`src/rtl/traffic_pkg.sv`:
```
// Shared light codes and error-bit indices for the intersection controller and its lamp monitor.
package traffic_pkg;

    typedef enum logic [1:0] {
        LIGHT_R   = 2'd0,
        LIGHT_Y   = 2'd1,
        LIGHT_G   = 2'd2,
        LIGHT_BAD = 2'd3
    } light_e;

    localparam int unsigned ERR_ILLEGAL     = 0;
    localparam int unsigned ERR_CONFLICT    = 1;
    localparam int unsigned ERR_BAD_SEQ     = 2;
    localparam int unsigned ERR_SHORT_GREEN = 3;
    localparam int unsigned ERR_BAD_YELLOW  = 4;
    localparam int unsigned ERR_W           = 5;

    // Exactly one lamp lit gives its code; dark or multiple lamps are BAD.
    function automatic light_e decode_lamps(input logic r, input logic y, input logic g);
        light_e code;
        unique case ({r, y, g})
            3'b100:  code = LIGHT_R;
            3'b010:  code = LIGHT_Y;
            3'b001:  code = LIGHT_G;
            default: code = LIGHT_BAD;
        endcase
        return code;
    endfunction

endpackage

```
`src/rtl/lamp_phase_tracker.sv`:
```
// Per-direction lamp decode, saturating phase-duration counter and sequencing checks.
module lamp_phase_tracker
    import traffic_pkg::*;
#(
    parameter int unsigned GRN_MIN = 6,
    parameter int unsigned YEL_CYC = 1,
    parameter int unsigned DUR_W   = 8
) (
    input  logic             clk,
    input  logic             rst_n,
    input  logic             r_i,
    input  logic             y_i,
    input  logic             g_i,
    input  logic             primed_i,
    output logic [1:0]       light_next_o,
    output logic [1:0]       light_o,
    output logic [DUR_W-1:0] dur_o,
    output logic [ERR_W-1:0] err_o
);

    light_e           light_q, light_d;
    logic [DUR_W-1:0] dur_q, dur_d;
    logic             changed;
    logic             legal_step;

    always_comb begin
        light_d    = decode_lamps(r_i, y_i, g_i);
        changed    = (light_d != light_q);
        dur_d      = dur_q;
        legal_step = 1'b0;
        err_o      = '0;

        if (changed) begin
            dur_d = DUR_W'(1);
        end else if (dur_q != {DUR_W{1'b1}}) begin
            dur_d = dur_q + DUR_W'(1);
        end

        legal_step = (light_q == LIGHT_G && light_d == LIGHT_Y) ||
                     (light_q == LIGHT_Y && light_d == LIGHT_R) ||
                     (light_q == LIGHT_R && light_d == LIGHT_G);

        err_o[ERR_ILLEGAL] = (light_d == LIGHT_BAD);

        if (primed_i) begin
            err_o[ERR_BAD_SEQ]     = changed && !legal_step;
            err_o[ERR_SHORT_GREEN] = (light_q == LIGHT_G) && (light_d == LIGHT_Y) &&
                                     (dur_q < DUR_W'(GRN_MIN));
            // A held yellow flags only on the sample that would push it to YEL_CYC+1.
            if (light_q == LIGHT_Y) begin
                err_o[ERR_BAD_YELLOW] = changed ? (dur_q != DUR_W'(YEL_CYC))
                                                : (dur_q == DUR_W'(YEL_CYC));
            end
        end
    end

    always_ff @(posedge clk) begin
        if (!rst_n) begin
            light_q <= LIGHT_BAD;
            dur_q   <= '0;
        end else begin
            light_q <= light_d;
            dur_q   <= dur_d;
        end
    end

    assign light_next_o = light_d;
    assign light_o      = light_q;
    assign dur_o        = dur_q;

endmodule

```
`src/rtl/traffic_lamp_monitor.sv`:
```
// Lamp-side protocol monitor: two phase trackers plus conflict check and violation accounting.
module traffic_lamp_monitor
    import traffic_pkg::*;
#(
    parameter int unsigned GRN_MIN_A = 6,
    parameter int unsigned GRN_MIN_B = 5,
    parameter int unsigned YEL_CYC   = 1,
    parameter int unsigned DUR_W     = 8,
    parameter int unsigned CNT_W     = 16
) (
    input  logic             clk,
    input  logic             rst_n,
    input  logic             Ra,
    input  logic             Ya,
    input  logic             Ga,
    input  logic             Rb,
    input  logic             Yb,
    input  logic             Gb,
    input  logic             clr,
    output logic [1:0]       light_a,
    output logic [1:0]       light_b,
    output logic [DUR_W-1:0] dur_a,
    output logic [DUR_W-1:0] dur_b,
    output logic [ERR_W-1:0] err_now,
    output logic [ERR_W-1:0] err_sticky,
    output logic [CNT_W-1:0] viol_count,
    output logic             err_irq
);

    logic [1:0]       next_a, next_b;
    logic [ERR_W-1:0] err_a, err_b;
    logic             primed_q, primed_d;
    logic [ERR_W-1:0] err_now_q, err_now_d;
    logic [ERR_W-1:0] err_sticky_q, err_sticky_d;
    logic [CNT_W-1:0] viol_count_q, viol_count_d;
    logic             err_irq_q, err_irq_d;
    logic             conflict;

    lamp_phase_tracker #(
        .GRN_MIN (GRN_MIN_A),
        .YEL_CYC (YEL_CYC),
        .DUR_W   (DUR_W)
    ) u_track_a (
        .clk          (clk),
        .rst_n        (rst_n),
        .r_i          (Ra),
        .y_i          (Ya),
        .g_i          (Ga),
        .primed_i     (primed_q),
        .light_next_o (next_a),
        .light_o      (light_a),
        .dur_o        (dur_a),
        .err_o        (err_a)
    );

    lamp_phase_tracker #(
        .GRN_MIN (GRN_MIN_B),
        .YEL_CYC (YEL_CYC),
        .DUR_W   (DUR_W)
    ) u_track_b (
        .clk          (clk),
        .rst_n        (rst_n),
        .r_i          (Rb),
        .y_i          (Yb),
        .g_i          (Gb),
        .primed_i     (primed_q),
        .light_next_o (next_b),
        .light_o      (light_b),
        .dur_o        (dur_b),
        .err_o        (err_b)
    );

    always_comb begin
        conflict     = (next_a == LIGHT_Y || next_a == LIGHT_G) &&
                       (next_b == LIGHT_Y || next_b == LIGHT_G);
        err_now_d    = err_a | err_b;
        err_now_d[ERR_CONFLICT] = conflict;
        primed_d     = 1'b1;
        // clr drops the old history but keeps whatever this sample found.
        err_sticky_d = (clr ? '0 : err_sticky_q) | err_now_d;
        viol_count_d = clr ? '0 : viol_count_q;
        if (|err_now_d && viol_count_d != {CNT_W{1'b1}}) begin
            viol_count_d = viol_count_d + CNT_W'(1);
        end
        err_irq_d    = |err_sticky_d;
    end

    always_ff @(posedge clk) begin
        if (!rst_n) begin
            primed_q     <= 1'b0;
            err_now_q    <= '0;
            err_sticky_q <= '0;
            viol_count_q <= '0;
            err_irq_q    <= 1'b0;
        end else begin
            primed_q     <= primed_d;
            err_now_q    <= err_now_d;
            err_sticky_q <= err_sticky_d;
            viol_count_q <= viol_count_d;
            err_irq_q    <= err_irq_d;
        end
    end

    assign err_now    = err_now_q;
    assign err_sticky = err_sticky_q;
    assign viol_count = viol_count_q;
    assign err_irq    = err_irq_q;

endmodule

```
`config.mk`:
```
export PLATFORM = sky130hd
export DESIGN_NAME = traffic_lamp_monitor
export DESIGN_NICKNAME = d
export VERILOG_FILES = /design/src/rtl/traffic_pkg.sv /design/src/rtl/lamp_phase_tracker.sv /design/src/rtl/traffic_lamp_monitor.sv
export SDC_FILE = /design/constraint.sdc
export NUM_CORES = 1
export LEC_CHECK = 0
export ABC_AREA = 0
export ABC_CLOCK_PERIOD_IN_PS = 3400
export CAP_MARGIN = 25
export CORE_UTILIZATION = 46
export DETAILED_ROUTE_END_ITERATION = 16
export GPL_ROUTABILITY_DRIVEN = 0
export PLACE_DENSITY = 0.76
export SLEW_MARGIN = 20
export SYNTH_ARGS = -nofsm -noshare
export SYNTH_HDL_FRONTEND = slang
export SYNTH_SLANG_ARGS = --single-unit
```
`constraint.sdc`:
```
create_clock -name clk -period 3.4 [get_ports clk]
set_input_delay 0.85 -clock clk [delete_from_list [all_inputs] [get_ports clk]]
set_output_delay 0.85 -clock clk [all_outputs]
set_load 0.02 [all_outputs]
```
; Yosys cells after proc, flatten, opt, wreduce, memory -nomap -nowiden
; Index checks and enable logic that the tools add are counted.
[totals]
mem_bits_rw = 0
memories = 0
romBits = 0
latchBits = 0
register_bits = 48
input_bits = 9
[classes]
n_mul = 0
order_cmp = 2
muxes = 16
n_reduce_logical = 30
n_div = 0
add_sub_neg = 3
eq_ne = 25
n_shift = 0
bitwise = 3
[op_table]
columns = operator, n
row1 = $mux 16, 2
row2 = $add 16x1->16 const B, 1
row3 = $add 8x1->8 const B, 2
row4 = $eq 8x1->1 const B, 2
row5 = $lt 8x3->1 const B, 2
row6 = $ne 16x16->1 const B, 1
row7 = $ne 8x1->1 const B, 2
row8 = $ne 8x8->1 const B, 2
row9 = $eq 2x2->1 const B, 6
row10 = $logic_and 1x1->1, 12
row11 = $pmux 2 s3, 2
row12 = $or 5x5->5, 2
row13 = $reduce_or 5->1, 2
row14 = $mux 1, 9
row15 = $eq 2x1->1 const B, 4
row16 = $logic_not 2->1, 4
row17 = $eq 3x1->1 const B, 2
row18 = $eq 3x2->1 const B, 2
row19 = $eq 3x3->1 const B, 2
row20 = $logic_or 1x1->1, 6
row21 = $mux 3, 2
row22 = $mux 5, 1
row23 = $ne 2x2->1, 2
row24 = $reduce_bool 2->1, 2
row25 = 3 further kinds, 5

; Logic depth before layout (Yosys ltp)
; Gate-level depths: netlist (run 1).
[depth]
depth_word = 13
mapped_depth = 15

; Hierarchy
; A second synthesis (run 1) with hierarchy kept.
[hier_totals]
hier_cells = 334
area_unflattened_um2 = 2910.3
[by_module_without_submodules]
columns = module, cells_each, area_each_um2, n_inst, seq_area_each_um2
row1 = traffic_lamp_monitor, 147, 1293.7, 1, 560.5
row2 = lamp_phase_tracker (u_track_a), 92, 828.3, 1, 200.2
row3 = lamp_phase_tracker (u_track_b), 95, 788.3, 1, 200.2

; Worst setup path after synthesis (run 1)
; No wires, ideal clock.
[synth_path]
kind = input to register
from = input port Yb
to = register viol_count_q[1] (netlist: viol_count[1])
required_time_ns = 3.272
n_path_buf = 2
setup_time_ns = 0.128
cell_stages = 13
arrival_time_ns = 3.293
setup_slack_ns = -0.020
cell_sequence = nand2b_1 -> or2_1 -> ha_1 -> or4b_1 -> a21oi_1 -> nor2_1 -> xor2_1 -> o221ai_4 -> o21bai_4 -> buf_6 -> buf_4 -> mux2i_1 -> nor2_1
[synth_via]
elab_chain_cells = 13
[synth_rtl]
columns = item, line_no
row1 = from (decl), traffic_lamp_monitor.sv:17  ; input logic Yb,
row2 = "$eq 3x1->1, or another cell as far along", traffic_pkg.sv:21  ; unique case ({r, y, g})
row3 = $pmux 2 s3 (*), traffic_pkg.sv:21
row4 = $eq 2x1->1 or $logic_not 2->1 (tied branches), -
row5 = "$logic_and 1x1->1, on equally long branches", "lamp_phase_tracker.sv:39, lamp_phase_tracker.sv:47, lamp_phase_tracker.sv:40"
row6 = $logic_or 1x1->1, lamp_phase_tracker.sv:39  ; legal_step = (light_q == LIGHT_G && light_d == LIGHT_Y) ||
row7 = $logic_or 1x1->1, lamp_phase_tracker.sv:40  ; (light_q == LIGHT_Y && light_d == LIGHT_R) ||
row8 = $logic_not 1->1, lamp_phase_tracker.sv:46  ; err_o[ERR_BAD_SEQ] = changed && !legal_step;
row9 = $logic_and 1x1->1, lamp_phase_tracker.sv:46
row10 = $mux 3, lamp_phase_tracker.sv:45  ; if (primed_i) begin
row11 = $or 5x5->5, traffic_lamp_monitor.sv:76  ; err_now_d = err_a | err_b;
row12 = $reduce_or 5->1 (*), traffic_lamp_monitor.sv:82  ; if (|err_now_d && viol_count_d != {CNT_W{1'b1}}) begin
row13 = $logic_and 1x1->1 (*), traffic_lamp_monitor.sv:82
row14 = $mux 16 (*), traffic_lamp_monitor.sv:82
row15 = to (signal assigned), traffic_lamp_monitor.sv:99  ; viol_count_q <= viol_count_d;
row16 = to (decl), traffic_lamp_monitor.sv:35  ; logic [CNT_W-1:0] viol_count_q, viol_count_d;
; Mark *: on every way between the ends. The rest lies on a longest branch, timed or not.
; A chain may end at the register's enable or synchronous reset.

; Worst setup path in the final report (run 1)
[layout_path]
from = input port Yb
to = register viol_count_q[13] (netlist: viol_count[13])
; The elaborated chain is that of the path after synthesis.

==> results of run 1 <==
-- layout make-up --
class	instances	share of cell area
clock buffer	6	0.0228
clock inverter	2	0.00414
inverter	19	0.0197
multi-input combinational	247	0.444
sequential	48	0.265
tap	72	0.0249
timing repair buffer	89	0.219
-- layer usage --
| layer | vias to the layer above | GRT usage | wire, um | share of wire |
|---|---|---|---|---|
| li1 | 1325 | - | - | - |
| met1 | 1238 | 0.310 | 3120 | 0.47 |
| met2 | 71 | 0.395 | 3170 | 0.47 |
| met3 | 11 | 0.0405 | 294 | 0.044 |
| met4 | 0 | 0.0792 | 91 | 0.014 |
| met5 | - | 0 | 0 | 0 |
-- tightest hold or removal path, delay by kind of cell (launching register included) --
| family | cells | cell delay (ps) |
|---|---|---|
| AOI/OAI and AO/OA | 1 | 60 |
| DFF | 1 | 330 |
| and+or+nand+nor | 1 | 60 |
-- power by group through the flow --
stage | clock network, mW | registers (mW) | logic (mW)
final | 0.368 | 0.602 | 0.253
after global routing | 0.401 | 0.605 | 0.275
after CTS | 0.372 | 0.601 | 0.250
after detailed placement | 0 | 0.614 | 0.238
after global placement | 0 | 0.614 | 0.233
after floorplan | 0 | 0.632 | 0.110
-- logic make-up after synthesis --
group                    count (synthesis)  synth area share
AND/OR/NAND/NOR                        139             0.275
AO/OA/AOI/OAI                           79             0.200
flip-flops                              48             0.368
buffers and inverters                   30            0.0475
adder cells (fa/ha/maj)                 12            0.0576
XOR/XNOR                                11            0.0369
multiplexers                             4            0.0153
-- per-stage QoR --
step / util / worst slack, ps / power [mW] / cells
6_report: 0.662 / 134 / 1.22 / 483
5_1_grt: 0.662 / 9.54 / 1.28 / 483
4_1_cts: 0.658 / 16.5 / 1.22 / 482
3_5_place_dp: 0.628 / -635 / 0.852 / 471
3_3_place_gp: 0.628 / -517 / 0.847 / 471
2_1_floorplan: - / 33.0 / 0.742 / 323
-- timing repair --
action,4_1_cts,5_1_grt
gates cloned,2,0
pin swaps,7,4
setup buffers,1,1
hold buffers,0,0
setup endpoints to repair,16,16
resized for setup,14,7
-- worst paths after layout --
kind	endpoint	cells past startpoint	slack, ps	from
worst max register to register	viol_count[13]	8	780	u_track_a.dur_o[4]
worst min register to register	err_sticky[0]	2	500	err_sticky[0]
worst max-delay path	viol_count[13]	12	130	Yb
worst min-delay path	err_sticky[0]	2	500	err_sticky[0]
-- registers in the layout (all words and copies together) (netlist names) --
name               flops
viol_count            16
u_track_a.dur_o        8
err_irq                1
u_track_b.dur_o        8
u_track_a.light_o      2
err_sticky             5
primed_q               1
u_track_b.light_o      2
err_now                5
-- Yosys cell counts (all sizes together), types with 2 or more instances --
cell     count
dfxtp       48
nor2        39
o21ai       25
a21oi       23
nand2       22
inv         19
nand3       17
nor2b       13
ha          12
or3          9
clkbuf       7
xor2         7
and2         6
o31ai        6
nand2b       5
or4          5
buf          4
mux2i        4
nor3         4
nor4         4
o2111ai      4
or2          4
xnor2        4
nand3b       3
a211oi       2
a21o         2
a31oi        2
and4         2
nand4        2
o211a        2
o211ai       2
o21bai       2
==> run_results.csv, run 1 <==
group,metric,value,unit
pwr,switching_share,0.293,
sta,worst_pin_slew,353,ps
clocking,clk_path_buf_depth,2,
worst_setup_path,required,3650,ps
floorplan,die_x,77.3,um
logic_synthesis,async_reset_ff_frac,0,
grt,grt_usage,0.238,
cells_and_area,nNetsFinal,431,
sta,whs,495,ps
cells_and_area,seq_area,961,um^2
sta,fin_worst_skew,11.8,ps
logic_synthesis,yosysTopAreaCellShare,0.368,
logic_synthesis,ys_seq_elements,48,
sta,fin_crit_sh,0.961,
worst_setup_path,crit_chain,"buf_2 -> nand2b_4 -> or2_1 -> ha_2 -> or4b_4 -> a21oi_2 -> nor2_1 -> xor2_1 -> o221ai_4 -> o21bai_4 -> or4_1 -> a21oi_1",
floorplan,core_area,5470,um^2
worst_setup_path,worst_path_largest_cell_delay,510,ps
routing,via_count,2645,
routing,final_antenna_net_count,0,
pwr,internal-power,0.865,mW
place,io_buffers,55,
sta,period_needed,3270,ps
clocking,clockRootBuffer,"clkbuf_8",
clocking,cts_tree,"yes",
worst_setup_path,worstSetupEndpointType,"register",
cells_and_area,area_growth,38.9,%
floorplan,initial_core_util,0.477,
clocking,clock_latency,310,ps
worst_setup_path,cp_top_family,"simple AND/OR/NAND/NOR gates",
sta,setup_violations,0,
cells_and_area,antenna_cells,0,
cells_and_area,mostFrequentLayoutCells,"52 x clkdlybuf4s50_1, 48 x dfxtp_1, 37 x nor2_1, 34 x buf_4, 22 x nand2_1",
routing,via_per_inst,5.48,
logic_synthesis,netlist_instances,323,
floorplan,die-height,77.3,um
sta,final_max_slew_viol_count,0,
logic_synthesis,synth_area_leader_cell,"dfxtp_1",
worst_setup_path,startpoint_type,"primary input",
sta,relSlewSlack,0.763,
logic_synthesis,syn_area_per_cell,8.08,um^2
logic_synthesis,synth_edf_count,0,
logic_synthesis,syn_area,2610,um^2
pwr,vdd_ir_drop_max,0.215,mV
floorplan,dieArea,5980,um^2
cells_and_area,fin_area,3620,um^2
sta,hold_viol,0,
logic_synthesis,ys_warn_count,0,
clocking,cts.sinks,48,
grt,antenna_found_initial,0,
grt,grt_max_degree,16,
logic_synthesis,synth_ff_type,"dfxtp_1",
sta,rsz0062_at_grt,"false",
flow_run,cap_violations,0,
pwr,p_switching,0.358,mW
clocking,cts_buffers,5,
sta,setup_tns,0,ps
cells_and_area,nFillCells,464,
worst_setup_path,critPathArrivalTime,3520,ps
place,dp_hpwl,4820,um
logic_synthesis,ys_seq_area_frac,0.368,
routing,route.final.wire_length,6680,um
routing,wl_per_cell,13.8,um
grt,grt-ovfl-total,0,
sta,fmaxAchievable,306,MHz
grt,grt_pass1_wl,11500,um
routing,dr.pass1.iters,4,
cells_and_area,multi_input_area,1610,um^2
pwr,pwr-share-comb,0.207,
cells_and_area,layout.cells.most_common,"clkdlybuf4s50_1",
clocking,htree_levels,2,
floorplan,io_pins,56,
status,status,"completed",
place,dpl_cell_area,3440,um^2
worst_setup_path,path_class,"primary input to register",
hold_path,min-delay-path-class,"register to register",
worst_setup_path,crit_fanout,6,
logic_synthesis,synth_nets,344,
floorplan,rows,27,
logic_synthesis,ys_top_cells_by_area,"dfxtp_1 37%, ha_1 5.8%, nor2_1 5.6%, a21oi_1 4.4%, nand3_1 3.3%",
cells_and_area,drive_above_1_share,0.158,
pwr,pwr-share-clk,0.301,
worst_setup_path,critPathBufInv,1,
worst_setup_path,crit_path_top_delay_cell,"or4b_4",
grt,first_global_vias,2536,
routing,drt_iter0_markers,94,
logic_synthesis,ys_types,52,
clocking,clk_pin_slew_worst_paths,100,ps
pwr,seqPwrFrac,0.492,
pwr,p_per_area,338,nW/um^2
routing,drc,0,
pwr,p_leak,1.39,nW
Power figures use the tool's default switching activity.
==> run 2, diff against run 1 <==
ABC_CLOCK_PERIOD_IN_PS = 2930   (was 3400)
clock period = 2.93 ns   (was 3.4 ns; I/O delays follow)
==> run 2 against run 1 <==
Effect of this change: the run now ends with setup timing left; combinational power increased by 42%; first-iteration DRC count grew 82%; non-clock buffer count grew 26; critical path depth grew 4; final cell count increased by 5.0%; clock power increased by 28%; count of clock-buffer cells in the layout is the same; sequential power rose by 16%; via count rose by 8.5%; register-to-register slack got worse by 450 ps; final area is 11% higher; sequential share of layout area fell by 2.7 points; critical path type unchanged; critical endpoint is now viol_count[14]; largest cell class unchanged.
==> run_results.csv, run 2 (same netlist as run 1, synthesis figures left out) <==
group,metric,value,unit
worst_setup_path,path_depth,16,
clocking,clk_path_buf_depth,2,
routing,drt_iter0_markers,171,
worst_setup_path,path_class,"primary input to register",
sta,fin_worst_skew,7.07,ps
routing,via_per_inst,5.66,
clocking,cts.sinks,48,
routing,final_antenna_net_count,0,
cells_and_area,utilization,0.736,
sta,relSlewSlack,0.719,
grt,grt_usage,0.237,
pwr,vdd_ir_drop_max,0.323,mV
worst_setup_path,rr_worst_depth,7,
flow_run,cap_violations,0,
sta,rsz0062_at_grt,"true",
floorplan,io_pins,56,
cells_and_area,multi_input_area,1750,um^2
worst_setup_path,critPathBufInv,5,
worst_setup_path,required,3160,ps
sta,period_needed,3180,ps
worst_setup_path,cpMostUsedCell,"buf_4",
hold_path,min-delay-path-class,"register to register",
cells_and_area,seq_area,961,um^2
cells_and_area,mostFrequentLayoutCells,"53 x buf_4, 49 x clkdlybuf4s50_1, 48 x dfxtp_1, 35 x nor2_1, 22 x nand2_1",
pwr,p_per_area,380,nW/um^2
sta,fmaxAchievable,315,MHz
clocking,cts_tree,"yes",
grt,first_global_vias,2452,
worst_setup_path,rrSetupSlack,330,ps
floorplan,die_x,77.3,um
cells_and_area,final_cell_count_no_fill,507,
sta,fin_crit_sh,1.08,
sta,final_max_slew_viol_count,0,
floorplan,core_area,5470,um^2
worst_setup_path,worstSetupEndpointType,"register",
floorplan,rows,27,
worst_setup_path,crit_chain,"buf_8 -> nand2b_4 -> or2_4 -> ha_4 -> buf_4 -> buf_4 -> o21ai_0 -> a32o_1 -> nor2b_1 -> o32ai_4 -> a22o_4 -> buf_4 -> buf_6 -> o211ai_1 -> o211ai_1 -> a21oi_1",
cells_and_area,largest_reg_flops,16,
floorplan,die-height,77.3,um
place,dp_hpwl,4920,um
worst_setup_path,timing.rr.start,"u_track_b.dur_o[7]",
sta,setup_ws,-246,ps
worst_setup_path,crit_fanout,6,
floorplan,dieArea,5980,um^2
worst_setup_path,worst_path_largest_cell_delay,270,ps
clocking,clock_latency,300,ps
routing,via_count,2870,
sta,worst_pin_slew,421,ps
routing,drc,0,
clocking,clk_pin_slew_worst_paths,90,ps
floorplan,initial_core_util,0.477,
grt,grt_max_degree,16,
worst_setup_path,critPathArrivalTime,3400,ps
clocking,htree_levels,2,
pwr,p_leak,1.59,nW
grt,grt_pass1_wl,11400,um
cells_and_area,nNetsFinal,455,
grt,grt-ovfl-total,0,
routing,route.final.wire_length,7860,um
cells_and_area,drive_above_1_share,0.260,
routing,wl_per_cell,15.5,um
grt,antenna_found_initial,0,
cells_and_area,nFillCells,411,
status,violations,"setup timing",
worst_setup_path,startpoint_type,"primary input",
place,dp_cells,484,
cells_and_area,antenna_cells,0,
clocking,clockRootBuffer,"clkbuf_8",
place,io_buffers,55,
worst_setup_path,crit_path_top_delay_cell,"nor2b_1",
cells_and_area,layout.cells.most_common,"buf_4",
clocking,cts_buffers,5,
worst_setup_path,cp-startpoint,"Yb",
worst_setup_path,crit_path_end,"viol_count[14]",
status,status,"finished with violations",
sta,setup_violations,17,
sta,hold_viol,0,
cells_and_area,area_growth,54.4,%
worst_setup_path,cp_top_family,"compound AO/OA/AOI/OAI gates",
routing,dr.pass1.iters,5,
worst_setup_path,r2r_end,"viol_count[11]",
==> run 2: cell count changes in the layout (fill, tap and decap cells not counted), moves of 3 or more <==
cell | before | now
buf_4 | 34 | 53
buf_6 | 0 | 7
a21oi_1 | 21 | 16
a21oi_2 | 2 | 6
clkdlybuf4s50_1 | 52 | 49
dlymetal6s2s_1 | 0 | 3
ha_4 | 0 | 3
==> run 2: power by group <==
part | internal (mW) | switching (mW)
clock network | 0.253 | 0.219
logic | 0.177 | 0.182
registers | 0.674 | 0.0259
==> run 2: through the flow <==
stage | instance area (um^2) | setup TNS (ps) | hold slack [ps] | worst slack, ps | total power, mW
after global placement | 3560 | -17080 | 469 | -827 | 0.991
after detailed placement | 3560 | -19640 | 472 | -914 | 0.998
after CTS | 3860 | -1880 | 485 | -171 | 1.50
after floorplan | 2640 | -2080 | 525 | -225 | 0.865
after global routing | 4030 | -3430 | 507 | -269 | 1.60
final | 4030 | -2600 | 493 | -246 | 1.53
==> run 2: repair_timing <==
action,in CTS,in global routing
setup endpoints to repair,28,17
buffers inserted,17,2
hold buffers,0,0
pin swaps,16,23
gates resized for setup,35,35
==> run 2: area by class of cell <==
| type | count | share of cell area |
|---|---|---|
| Timing Repair Buffer | 115 | 0.259 |
| Clock inverter | 2 | 0.00870 |
| Inverter | 19 | 0.0177 |
| Clock buffer | 6 | 0.0180 |
| Tap cell | 72 | 0.0224 |
| Multi-Input combinational cell | 245 | 0.435 |
| Sequential cell | 48 | 0.239 |
==> run 2: worst min path at each step <==
stage / from / end / slack [ps] / cells past startpoint
global route: err_sticky[3] / err_sticky[3] / 510 / 2
floorplan: primed_q / err_now[3] / 530 / 2
global placement: err_sticky[3] / err_sticky[3] / 470 / 2
finish: err_sticky[3] / err_sticky[3] / 490 / 2
detailed placement: err_sticky[3] / err_sticky[3] / 470 / 2
CTS: err_sticky[3] / err_sticky[3] / 490 / 2
==> run 2: worst reg2reg max path: stages (launching register included) <==
cell	delay, ps
dfxtp_1	370
or3_1	400
or4_1	500
xor2_2	240
o221ai_4	220
o21bai_4	130
or4_4	550
a21oi_2	130
==> run 2: layer usage <==
| layer | track usage | up-vias | part of all wire |
|---|---|---|---|
| met5 | 0 | - | 0 |
| met4 | 0.0736 | 0 | 0.022 |
| met3 | 0.0452 | 20 | 0.051 |
| met2 | 0.405 | 105 | 0.50 |
| met1 | 0.299 | 1377 | 0.43 |
| li1 | - | 1368 | - |
==> run 3, diff against run 2 <==
CELL_PAD_IN_SITES_DETAIL_PLACEMENT = 0   (was not set)
CELL_PAD_IN_SITES_GLOBAL_PLACEMENT = 1   (was not set)
CORE_UTILIZATION = 34   (was 46)
PLACE_DENSITY = not set   (was 0.76)
PLACE_DENSITY_LB_ADDON = 0.1   (was not set)
==> run 3 against run 2 <==
Effect of this change: the flow still finishes with violations (setup timing); combinational power down 8.9%; critical path type unchanged; final area shrank 1.1%; clock power is 26% higher; register-to-register slack better by 30 ps; flip-flop and latch count did not move; die area rose by 34%; largest cell class unchanged; via count is 8.3% lower; highest routed layer unchanged; clock skew increased by 8.7 ps; final cell count increased by 5.3%; fmax up 6.5%; sequential power fell by 0.6%.
==> run_results.csv, run 3 (same netlist as run 1, synthesis figures left out) <==
group,metric,value,unit
hold_path,whs_path_depth,2,
floorplan,die_x,89.6,um
clocking,cts.sinks,48,
floorplan,rows,31,
grt,grt_max_degree,17,
sta,rsz0062_at_grt,"true",
clocking,clk_pin_slew_worst_paths,110,ps
grt,grt-ovfl-total,0,
clocking,clk_path_buf_depth,2,
clocking,clock_latency,320,ps
routing,final_antenna_net_count,0,
pwr,pwr-share-comb,0.202,
routing,route.final.wire_length,6990,um
clocking,cts_tree,"yes",
grt,antenna_found_initial,0,
worst_setup_path,rr_worst_depth,9,
cells_and_area,nFillCells,700,
pwr,vdd_ir_drop_max,0.193,mV
sta,worst_pin_slew,492,ps
routing,via_count,2632,
routing,via_per_inst,4.93,
cells_and_area,utilization,0.543,
place,io_buffers,55,
routing,dr.pass1.iters,4,
cells_and_area,drive_above_1_share,0.237,
pwr,switching_share,0.272,
pwr,p_leak,1.58,nW
sta,final_max_slew_viol_count,0,
worst_setup_path,required,3200,ps
sta,setup_ws,-51.9,ps
sta,fmaxAchievable,335,MHz
grt,grt_pass1_wl,11200,um
worst_setup_path,worstSetupEndpointType,"register",
place,dp_hpwl,5110,um
clocking,htree_levels,2,
worst_setup_path,rrSetupSlack,360,ps
status,status,"finished with violations",
clocking,cts_buffers,5,
sta,hold_viol,0,
sta,fin_crit_sh,1.02,
sta,fin_worst_skew,15.7,ps
cells_and_area,layout.cells.most_common,"buf_4",
worst_setup_path,startpoint_type,"primary input",
grt,grt_usage,0.179,
pwr,p_per_area,407,nW/um^2
sta,setup_violations,8,
cells_and_area,largest_reg_flops,16,
pwr,pwr-share-clk,0.368,
worst_setup_path,path_class,"primary input to register",
pwr,p_switching,0.440,mW
cells_and_area,mostFrequentLayoutCells,"56 x buf_4, 49 x clkdlybuf4s50_1, 48 x dfxtp_1, 36 x nor2_1, 22 x nand2_1",
sta,relSlewSlack,0.668,
worst_setup_path,critPathArrivalTime,3250,ps
routing,drc,0,
pwr,seqPwrFrac,0.429,
floorplan,initial_core_util,0.356,
worst_setup_path,crit_fanout,8,
cells_and_area,area_growth,52.7,%
routing,drt_iter0_markers,89,
clocking,clockRootBuffer,"clkbuf_8",
floorplan,dieArea,8030,um^2
hold_path,min-delay-path-class,"register to register",
status,violations,"setup timing",
sta,period_needed,2980,ps
cells_and_area,nNetsFinal,455,
pwr,internal-power,1.18,mW
cells_and_area,antenna_cells,0,
routing,wl_per_cell,13.1,um
floorplan,die-height,89.6,um
flow_run,cap_violations,0,
place,pre_cts_ws,-885,ps
floorplan,core_area,7330,um^2
floorplan,io_pins,56,
grt,first_global_vias,2396,
[run 3: cell types whose count changed in the layout (fill, tap and decap cells not counted), sizes merged]
cell,before,now
bufinv,1,2
clkbuf,6,5
clkinv,1,0
inv,19,20
[run 3: critical path, cell delays in order]
cell and delay, ps:
buf_8 90, nand2b_4 130, or2_4 240, ha_4 160
or4b_4 520, a21oi_4 190, nor2_4 50, xor2_2 170
o221ai_4 170, o21bai_4 130, buf_6 160, or3_4 360
a21oi_2 120
[run 3: power groups by stage]
stage               Clock [mW]  Combinational (mW)  Sequential (mW)
detailed placement           0               0.302            0.711
CTS                      0.616               0.322            0.696
global route             0.637               0.360            0.701
floorplan                    0               0.132            0.733
global placement             0               0.301            0.711
finish                   0.597               0.328            0.696
[run 3: metrics by stage]
| stage | area (um^2) | hold slack [ps] | setup TNS, ps | total power, mW | std cells |
|---|---|---|---|---|---|
| after global routing | 3980 | 545 | -1310 | 1.70 | 534 |
| after detailed placement | 3650 | 502 | -18000 | 1.01 | 518 |
| after CTS | 3920 | 519 | -2050 | 1.64 | 533 |
| after global placement | 3650 | 479 | -16990 | 1.01 | 518 |
| final | 3980 | 519 | -212 | 1.62 | 534 |
| after floorplan | 2640 | 525 | -2080 | 0.865 | 323 |
[run 3: worst paths after layout]
kind / from / endpoint
max: Yb / viol_count[4]
min: err_sticky[3] / err_sticky[3]
max reg2reg: u_track_a.dur_o[4] / viol_count[4]
min reg2reg: err_sticky[3] / err_sticky[3]
[run 3: per-layer routing]
layer / global-route usage / part of all wire
met1: 0.240 / 0.50
met2: 0.295 / 0.45
met3: 0.0293 / 0.030
met4: 0.0592 / 0.017
met5: 0 / 0
[run 3: cell type report]
| cell class | instances | area [um^2] | share of cell area |
|---|---|---|---|
| inverter | 19 | 71.3 | 0.0179 |
| tap | 99 | 124 | 0.0311 |
| timing repair buffer | 115 | 1020 | 0.256 |
| clock inverter | 3 | 68.8 | 0.0173 |
| multi-input combinational | 245 | 1670 | 0.420 |
| sequential | 48 | 961 | 0.241 |
| clock buffer | 5 | 68.8 | 0.0173 |
[run 3: what timing repair did]
item / in CTS / in global routing
resized for setup: 33 / 16
buffers inserted: 7 / 1
endpoints found under the setup margin: 27 / 17
pin swaps: 14 / 17
hold buffers: 0 / 0
